**config.mk**
```make
export PLATFORM = sky130hd
export DESIGN_NAME = pc_sequencer_flat
export DESIGN_NICKNAME = d
export VERILOG_FILES = /design/src/rtl/pc_sequencer_if.sv /design/src/rtl/pc_sequencer.sv /design/src/flat_wrapper.sv
export SDC_FILE = /design/constraint.sdc
export NUM_CORES = 1
export LEC_CHECK = 0
export CAP_MARGIN = 10
export CORE_ASPECT_RATIO = 1.2
export CORE_MARGIN = 2
export CORE_UTILIZATION = 30
export CTS_CLUSTER_DIAMETER = 150
export DETAILED_ROUTE_END_ITERATION = 6
export HOLD_SLACK_MARGIN = 0.15
export PLACE_DENSITY_LB_ADDON = 0.3
export SKIP_CTS_REPAIR_TIMING = 1
export SYNTH_ARGS = -nofsm -noshare
export SYNTH_HDL_FRONTEND = slang
export SYNTH_SLANG_ARGS = --single-unit
```
**constraint.sdc**
```tcl
create_clock -name clk -period 2.2 [get_ports clk]
set_input_delay 0.44 -clock clk [delete_from_list [all_inputs] [get_ports clk]]
set_output_delay 0.44 -clock clk [all_outputs]
set_load 0.05 [all_outputs]
```
**src/rtl/pc_sequencer_if.sv**
```systemverilog
// Fetch-side control bundle between the PC sequencer and the ID/MEM stages.
// The slave modport is the sequencer; the master modport is the surrounding pipeline.
interface pc_sequencer_if #(
   parameter int ADDR_WIDTH = 32
);
   logic                  stall_if;
   logic                  stall_id;
   logic                  id_valid;
   logic                  branch_flag;
   logic [ADDR_WIDTH-1:0] branch_addr;
   logic                  next_inst_delayslot_flag;
   logic                  flush;
   logic [ADDR_WIDTH-1:0] flush_pc;
   logic [ADDR_WIDTH-1:0] pc;
   logic                  fetch_en;
   logic                  id_delayslot;
   logic                  redirect_pending;
   logic                  pc_misalign;

   modport slave (
      input  stall_if, stall_id, id_valid, branch_flag, branch_addr,
             next_inst_delayslot_flag, flush, flush_pc,
      output pc, fetch_en, id_delayslot, redirect_pending, pc_misalign
   );

   modport master (
      output stall_if, stall_id, id_valid, branch_flag, branch_addr,
             next_inst_delayslot_flag, flush, flush_pc,
      input  pc, fetch_en, id_delayslot, redirect_pending, pc_misalign
   );
endinterface

```
**src/rtl/pc_sequencer.sv**
```systemverilog
// Program counter owner for the 5-stage MIPS core: arbitrates flush, branch
// redirect and sequential fetch, and tracks branch delay slots entering ID.
module pc_sequencer #(
   parameter int                    ADDR_WIDTH = 32,
   parameter logic [ADDR_WIDTH-1:0] RESET_PC   = 32'hBFC0_0000
) (
   input  logic           clk,
   input  logic           rst,
   pc_sequencer_if.slave  bus
);

   typedef enum logic [1:0] {
      BOOT = 2'd0,
      RUN  = 2'd1,
      PEND = 2'd2
   } state_t;

   state_t                r_state;
   logic [ADDR_WIDTH-1:0] r_pc;
   logic [ADDR_WIDTH-1:0] r_target;
   logic                  r_fetch_en;
   logic                  r_id_delayslot;
   logic                  r_redirect_pending;

   logic w_br_acc;
   logic w_id_adv;
   logic w_ds_next;

   assign w_br_acc  = bus.id_valid & ~bus.stall_id & bus.branch_flag;
   assign w_id_adv  = ~bus.stall_id;
   assign w_ds_next = bus.id_valid & bus.next_inst_delayslot_flag;

   // Flush outranks a held branch; a branch seen while already in PEND is dropped.
   always_ff @(posedge clk) begin
      if (!rst) begin
         r_state            <= BOOT;
         r_pc               <= RESET_PC;
         r_target           <= '0;
         r_fetch_en         <= 1'b0;
         r_id_delayslot     <= 1'b0;
         r_redirect_pending <= 1'b0;
      end else begin
         if (w_id_adv) begin
            r_id_delayslot <= w_ds_next;
         end
         case (r_state)
            BOOT: begin
               r_fetch_en <= 1'b1;
               r_state    <= RUN;
            end
            RUN, PEND: begin
               if (bus.flush) begin
                  r_pc               <= bus.flush_pc;
                  r_target           <= '0;
                  r_redirect_pending <= 1'b0;
                  r_id_delayslot     <= 1'b0;
                  r_state            <= RUN;
               end else if (r_state == PEND) begin
                  if (!bus.stall_if) begin
                     r_pc               <= r_target;
                     r_redirect_pending <= 1'b0;
                     r_state            <= RUN;
                  end
               end else if (w_br_acc) begin
                  if (!bus.stall_if) begin
                     r_pc <= bus.branch_addr;
                  end else begin
                     r_target           <= bus.branch_addr;
                     r_redirect_pending <= 1'b1;
                     r_state            <= PEND;
                  end
               end else if (!bus.stall_if) begin
                  r_pc <= r_pc + ADDR_WIDTH'(4);
               end
            end
            default: begin
               r_state <= BOOT;
            end
         endcase
      end
   end

   assign bus.pc               = r_pc;
   assign bus.fetch_en         = r_fetch_en;
   assign bus.id_delayslot     = r_id_delayslot;
   assign bus.redirect_pending = r_redirect_pending;
   assign bus.pc_misalign      = (r_pc[1:0] != 2'b00) & r_fetch_en;

endmodule

```
**src/flat_wrapper.sv**
```systemverilog
// flat-port wrapper written by rule: the top's interface ports become plain ports
module pc_sequencer_flat 
#(
   parameter int                    ADDR_WIDTH = 32,
   parameter logic [ADDR_WIDTH-1:0] RESET_PC   = 32'hBFC0_0000
)
  (clk, rst, bus_stall_if, bus_stall_id, bus_id_valid, bus_branch_flag, bus_branch_addr, bus_next_inst_delayslot_flag, bus_flush, bus_flush_pc, bus_pc, bus_fetch_en, bus_id_delayslot, bus_redirect_pending, bus_pc_misalign);
  pc_sequencer_if #(.ADDR_WIDTH(ADDR_WIDTH)) bus_i ();
  input  logic clk;
  input  logic rst;
  input wire logic [$bits(bus_i.stall_if)-1:0] bus_stall_if;
  input wire logic [$bits(bus_i.stall_id)-1:0] bus_stall_id;
  input wire logic [$bits(bus_i.id_valid)-1:0] bus_id_valid;
  input wire logic [$bits(bus_i.branch_flag)-1:0] bus_branch_flag;
  input wire logic [$bits(bus_i.branch_addr)-1:0] bus_branch_addr;
  input wire logic [$bits(bus_i.next_inst_delayslot_flag)-1:0] bus_next_inst_delayslot_flag;
  input wire logic [$bits(bus_i.flush)-1:0] bus_flush;
  input wire logic [$bits(bus_i.flush_pc)-1:0] bus_flush_pc;
  output wire logic [$bits(bus_i.pc)-1:0] bus_pc;
  output wire logic [$bits(bus_i.fetch_en)-1:0] bus_fetch_en;
  output wire logic [$bits(bus_i.id_delayslot)-1:0] bus_id_delayslot;
  output wire logic [$bits(bus_i.redirect_pending)-1:0] bus_redirect_pending;
  output wire logic [$bits(bus_i.pc_misalign)-1:0] bus_pc_misalign;
  assign bus_i.stall_if = bus_stall_if;
  assign bus_i.stall_id = bus_stall_id;
  assign bus_i.id_valid = bus_id_valid;
  assign bus_i.branch_flag = bus_branch_flag;
  assign bus_i.branch_addr = bus_branch_addr;
  assign bus_i.next_inst_delayslot_flag = bus_next_inst_delayslot_flag;
  assign bus_i.flush = bus_flush;
  assign bus_i.flush_pc = bus_flush_pc;
  assign bus_pc = bus_i.pc;
  assign bus_fetch_en = bus_i.fetch_en;
  assign bus_id_delayslot = bus_i.id_delayslot;
  assign bus_redirect_pending = bus_i.redirect_pending;
  assign bus_pc_misalign = bus_i.pc_misalign;
  pc_sequencer #(.ADDR_WIDTH(ADDR_WIDTH), .RESET_PC(RESET_PC)) u_core (.clk(clk), .rst(rst), .bus(bus_i));
endmodule
```
==> results of run 1 <==
## final cells by class
type | instances | area [sq um]
tap | 168 | 210
clock buffer | 13 | 280
fill | 1338 | 7220
multi-input combinational | 407 | 2480
timing repair buffer | 166 | 1560
sequential | 69 | 1400
inverter | 8 | 30.0
clock inverter | 3 | 65.1
## worst max-delay path by stage
stage / cells past startpoint / endpoint / slack [ps]
4_1_cts: 2 / bus_pc_misalign / 80
3_3_place_gp: 7 / u_core.bus.pc[29]$_SDFFE_PN1P_ / -100
6_report: 1 / bus_pc[2] / 110
2_1_floorplan: 7 / u_core.bus.pc[28]$_SDFFE_PN1P_ / -2
5_1_grt: 9 / u_core.bus.pc[20]$_SDFFE_PN0P_ / 6
3_5_place_dp: 7 / u_core.bus.pc[29]$_SDFFE_PN1P_ / -150
## metal layers
layer | routed length, microns | vias to the layer above | GRT usage, %
met3 | 1000 | 24 | 2.68
met4 | 361 | 0 | 8.33
met2 | 7560 | 202 | 35.9
met1 | 6720 | 2305 | 28.7
met5 | 0 | - | 0
li1 | - | 2255 | -
## report_power, final
group	total, mW	internal [mW]	switching [mW]	leakage (nW)
sequential	1.89	1.52	0.368	0.566
combinational	3.38	1.34	2.04	1.54
clock	1.69	1.12	0.570	0.172
## kinds of logic (layout without fill, tap and decap cells)
kind of cell | count (synthesis) | in the layout | share of synthesized area (%)
buffers and inverters | 57 | 190 | 5.47
AND/OR/NAND/NOR | 201 | 201 | 23.8
XOR/XNOR | 10 | 10 | 2.15
multiplexers | 8 | 8 | 2.00
flip-flops | 69 | 69 | 33.9
adder cells (fa/ha/maj) | 6 | 6 | 1.84
AO/OA/AOI/OAI | 182 | 182 | 30.9
## cell usage in the layout (no fill, tap or decap), drive strengths merged, types with 3 or more instances in the layout
cell	count
ha	6
nor2b	3
o211a	4
o2111ai	4
nor3	7
a22oi	33
buf	61
clkdlybuf4s50	105
nor4	4
o221a	6
dfxtp	69
nand3	18
nand4	12
and4	4
or4	3
xor2	4
o211ai	17
and3	19
and2	4
a211oi	7
a31oi	7
or3	5
clkbuf	13
o21ai	34
a21oi	36
nand2	54
mux2i	7
a221oi	9
xnor2	6
nor2	60
o21a	4
inv	7
a211o	3
## sequential cells by signal, summed over array words and instances, names as in the netlist
signal                       cells
u_core.bus.redirect_pending      1
u_core.bus.pc                   32
u_core.bus.fetch_en              1
u_core.r_target                 32
u_core.bus.id_delayslot          1
u_core.r_state                   2
## metrics by stage
stage	utilization, %	setup WS (ps)	instances	area (sq um)
finish	45.5	113	834	6020
global route	45.5	5.64	834	6020
CTS	45.4	84.0	834	6020
detailed placement	42.8	-152	818	5670
global placement	42.8	-97.3	818	5670
floorplan	-	-1.92	533	4090
==> results.yml, run 1 <==
cells_and_area:
  area_delta_synth_final_pct: 47.7
  nets: 739
  diodes: 0
  drive_gt1_share_pct: 14.9
clocking:
  root_buffer: "clkbuf_16"
  cts_tree: "yes"
  clk_pin_slew_ps: 60
  clock-sinks: 69
  cts_buffers: 9
  cts_max_level: 3
  cts_buffer_depth: 2
  clk_latency_ps: 340
logic_synthesis:
  synth_most_common_cell: "dfxtp_1"
  synth_area_leaders: "dfxtp_1 (34%), a22oi_1 (6.1%), nor2_1 (5.4%)"
  yosysTopAreaCellShare_pct: 33.9
  syn_nets: 611
  yosys_warnings: 0
  seq_area_frac_synth_pct: 33.9
  synthArstFlopShare_pct: 0
  avgSynthCellArea_sq_um: 7.65
  syn_inst: 533
  synth_flop_cell: "dfxtp_1"
  synth-edff-count: 0
  synth_area_sq_mm: 0.00408
  yosysUniqueCellTypes: 58
  synth_largest_area_cell: "dfxtp_1"
  synth_commonest_cells: "dfxtp_1 (69), nor2_1 (59), nand2_1 (54)"
  synth-seq-cells: 69
floorplanning:
  initial_core_util_pct: 30.8
  fp-row-count: 46
  io_pins: 108
  die_x_microns: 110
  die_y_microns: 132
  core_area_sq_mm: 0.0132
  dieArea_sq_mm: 0.0145
min_path:
  hp-class: "primary input to flip-flop"
  hold_depth: 2
  hold_end: "u_core.bus.id_delayslot$_SDFF_PN0_"
  holdCritStartpoint: "bus_flush"
setup_path:
  cp_slowest_cell: "clkdlybuf4s50_1"
  start_kind: "flip-flop"
  r2r-end: "u_core.bus.pc[29]$_SDFFE_PN1P_"
  crit_start: "u_core.bus.pc[2]$_SDFFE_PN0P_"
  cp_top_family: "buffers and inverters"
  path_buf_inv: 1
  reg2reg_slack_ps: 120
  reg2reg_depth: 8
  cp.required_ps: 1760
  reg2reg_from: "u_core.r_state[0]$_SDFFE_PN0P_"
  worstSetupEndpointType: "primary output"
  cp.arrival_ps: 1650
  crit_chain: "clkdlybuf4s50_1"
  crit_type: "flip-flop to primary output"
  critPathMaxFanout: 6
  slowest_delay_ps: 850
sta:
  worstMarginPinSlew_ps: 513
  period_needed_ps: 2090
  min_period_over_period_pct: 94.9
  fin_skew_ps: 6.20
  worst_hold_slack_ps: 455
  setup_viol: 0
  timing.setup.tns_ps: 0
  max_slew_margin_pct: 65.7
  hold_viol: 0
  rsz0062_at_grt: "false"
  drv_slew: 0
  fmax_ghz: 0.479
drt:
  detail-route-antenna-nets: 0
  wl_per_cell_microns: 18.8
  first_pass_iters: 5
  drcViolationCount: 0
  postRouteWirelength_mm: 15.6
  viasPerCell: 5.74
  vias: 4786
  drt_iter0_drc: 389
place:
  dp_hpwl_mm: 11.6
  gp_congestion: 0.931
  io_buffers: 107
power:
  vdd_drop_max_uv: 488
  p_leak_nw: 2.28
  power_density_mw_per_mm2: 1160
  p_total_mw: 6.96
grt:
  grt.total_usage_pct: 21.8
  grt_overflow: 0
  grt_pass1_vias: 4662
  antenna_found_initial: 0
  grt_first_pass_wirelength_mm: 24.8
  grt_start_max_net_pins: 43
run_status:
  outcome: "finished clean"
run:
  drv_cap: 0
No activity file was read; power rests on OpenSTA's default activity.
==> run 2, diff against run 1 <==
PLACE_DENSITY_LB_ADDON = 0.1   (was 0.3)
clock period = 2.1 ns   (was 2.2 ns; I/O delays follow)
==> run 2 against run 1 <==
Compared with the run above:
- clock skew is 2.0 ps lower
- clock power is 16% lower
- design area is 1.6% higher
- clock-buffer cell count is 1 lower
- via count hardly changed
- hold slack better by 38 ps
- flip-flop and latch count stayed put
- register-to-register slack worse by 30 ps
- global-route usage is 0.33 points higher
- worst setup slack worse by 47 ps
- final cell count is 1.3% higher
- combinational power is 10% higher
- critical path type unchanged
- highest routed layer unchanged
==> results.yml, run 2 (same netlist as run 1, synthesis figures left out) <==
power:
  power_density_mw_per_mm2: 1160
  vdd_drop_max_uv: 577
  p_leak_nw: 2.33
  p_sw_mw: 3.14
  pwr-share-clk_pct: 20.0
  share_comb_of_total_power_pct: 52.3
  p_int_mw: 3.96
  p_total_mw: 7.10
  p_sw_share_pct: 44.2
  power_frac_seq_pct: 27.7
cells_and_area:
  drive_gt1_share_pct: 18.3
  fillerInstances: 1333
  nets: 752
  diodes: 0
  final_common_cell: "clkdlybuf4s50_1"
  area_delta_synth_final_pct: 50.0
  layout_common_cells: "clkdlybuf4s50_1 (100), buf_4 (68), nor2_1 (59)"
clocking:
  cts_tree: "yes"
  cts_buffer_depth: 2
  clk_pin_slew_ps: 60
  cts_max_level: 3
  clk_latency_ps: 330
  root_buffer: "clkbuf_16"
  cts_buffers: 9
  clock-sinks: 69
setup_path:
  reg2reg_slack_ps: 90
  cp_slowest_cell: "clkdlybuf4s50_1"
  r2r-end: "u_core.bus.pc[10]$_SDFFE_PN0P_"
  worstSetupEndpointType: "primary output"
  reg2reg_depth: 8
  crit_type: "flip-flop to primary output"
  cp_top_family: "buffers and inverters"
  path_buf_inv: 1
  critPathMaxFanout: 6
  cp.arrival_ps: 1610
  reg2reg_from: "u_core.r_state[0]$_SDFFE_PN0P_"
  slowest_delay_ps: 850
  cp.required_ps: 1680
  crit_chain: "clkdlybuf4s50_1"
  start_kind: "flip-flop"
grt:
  grt.total_usage_pct: 22.2
  antenna_found_initial: 0
  grt_pass1_vias: 4697
  grt_start_max_net_pins: 43
  grt_overflow: 0
  grt_first_pass_wirelength_mm: 24.8
drt:
  vias: 4787
  wl_met1_mm: 7.17
  wl_met3_microns: 847
  viasPerCell: 5.67
  detail-route-antenna-nets: 0
  wl_per_cell_microns: 18.9
  first_pass_iters: 5
  drt_iter0_drc: 295
  postRouteWirelength_mm: 16.0
  drcViolationCount: 0
  top_layer: "met4"
  wl_met2_mm: 7.39
place:
  gp_congestion: 0.959
  io_buffers: 107
  dp_hpwl_mm: 11.9
sta:
  hold_viol: 0
  setup_viol: 0
  drv_slew: 0
  period_needed_ps: 2030
  fin_skew_ps: 4.20
  rsz0062_at_grt: "true"
  timing.setup.tns_ps: 0
  worstMarginPinSlew_ps: 516
  fmax_ghz: 0.492
  min_period_over_period_pct: 96.9
  max_slew_margin_pct: 65.5
run:
  drv_cap: 0
floorplanning:
  io_pins: 108
  die_y_microns: 132
  dieArea_sq_mm: 0.0145
  core_area_sq_mm: 0.0132
  die_x_microns: 110
  initial_core_util_pct: 30.8
  fp-row-count: 46
run_status:
  outcome: "finished clean"
min_path:
  hold_end: "u_core.r_target[4]$_SDFFE_PN0P_"
  hp-class: "flip-flop to flip-flop"
  hold_depth: 2
  holdCritStartpoint: "u_core.r_target[4]$_SDFFE_PN0P_"
==> run 2: metal layers <==
metal | GRT usage [%] | vias up
li1 | - | 2278
met1 | 29.7 | 2304
met2 | 34.4 | 171
met3 | 3.42 | 34
met4 | 10.3 | 0
met5 | 0 | -
==> run 2: cell type report <==
type                            count  area (sq um)  area share (%)
Clock buffer                       12           256            4.20
Tap cell                          168           210            3.44
Timing Repair Buffer              179          1690            27.6
Clock inverter                      2          10.0           0.164
Inverter                            8          30.0           0.491
Sequential cell                    69          1400            22.9
Multi-Input combinational cell    407          2520            41.2
==> run 2: through the flow <==
stage	cell area, sq um	hold WS, ps	util [%]	worst slack (ps)	cells
after floorplan	4100	457	-	-6.76	533
after global placement	5790	470	43.8	-93.0	831
after detailed placement	5790	476	43.8	-146	831
after CTS	6060	493	45.8	-109	845
after global routing	6110	525	46.2	-41.3	845
final	6110	493	46.2	65.8	845
==> run 2: worst max path at each step <==
stage	start	to	slack, ps	cells after the start
floorplan	u_core.bus.pc[15]$_SDFFE_PN0P_	u_core.bus.pc[28]$_SDFFE_PN1P_	-7	5
global placement	bus_stall_id	u_core.bus.pc[10]$_SDFFE_PN0P_	-90	7
detailed placement	bus_stall_id	u_core.bus.pc[10]$_SDFFE_PN0P_	-150	7
CTS	u_core.r_state[0]$_SDFFE_PN0P_	u_core.bus.pc[10]$_SDFFE_PN0P_	-110	8
global route	u_core.r_state[0]$_SDFFE_PN0P_	u_core.bus.pc[10]$_SDFFE_PN0P_	-40	8
finish	u_core.bus.pc[25]$_SDFFE_PN1P_	bus_pc[25]	70	1
==> run 2: power by group through the flow <==
stage	Clock, mW	Sequential (mW)	Combinational [mW]
final	1.42	1.96	3.72
after global routing	1.49	2.01	3.97
after detailed placement	0	1.99	3.67
after CTS	1.44	1.96	3.68
after floorplan	0	2.71	1.30
after global placement	0	1.99	3.64
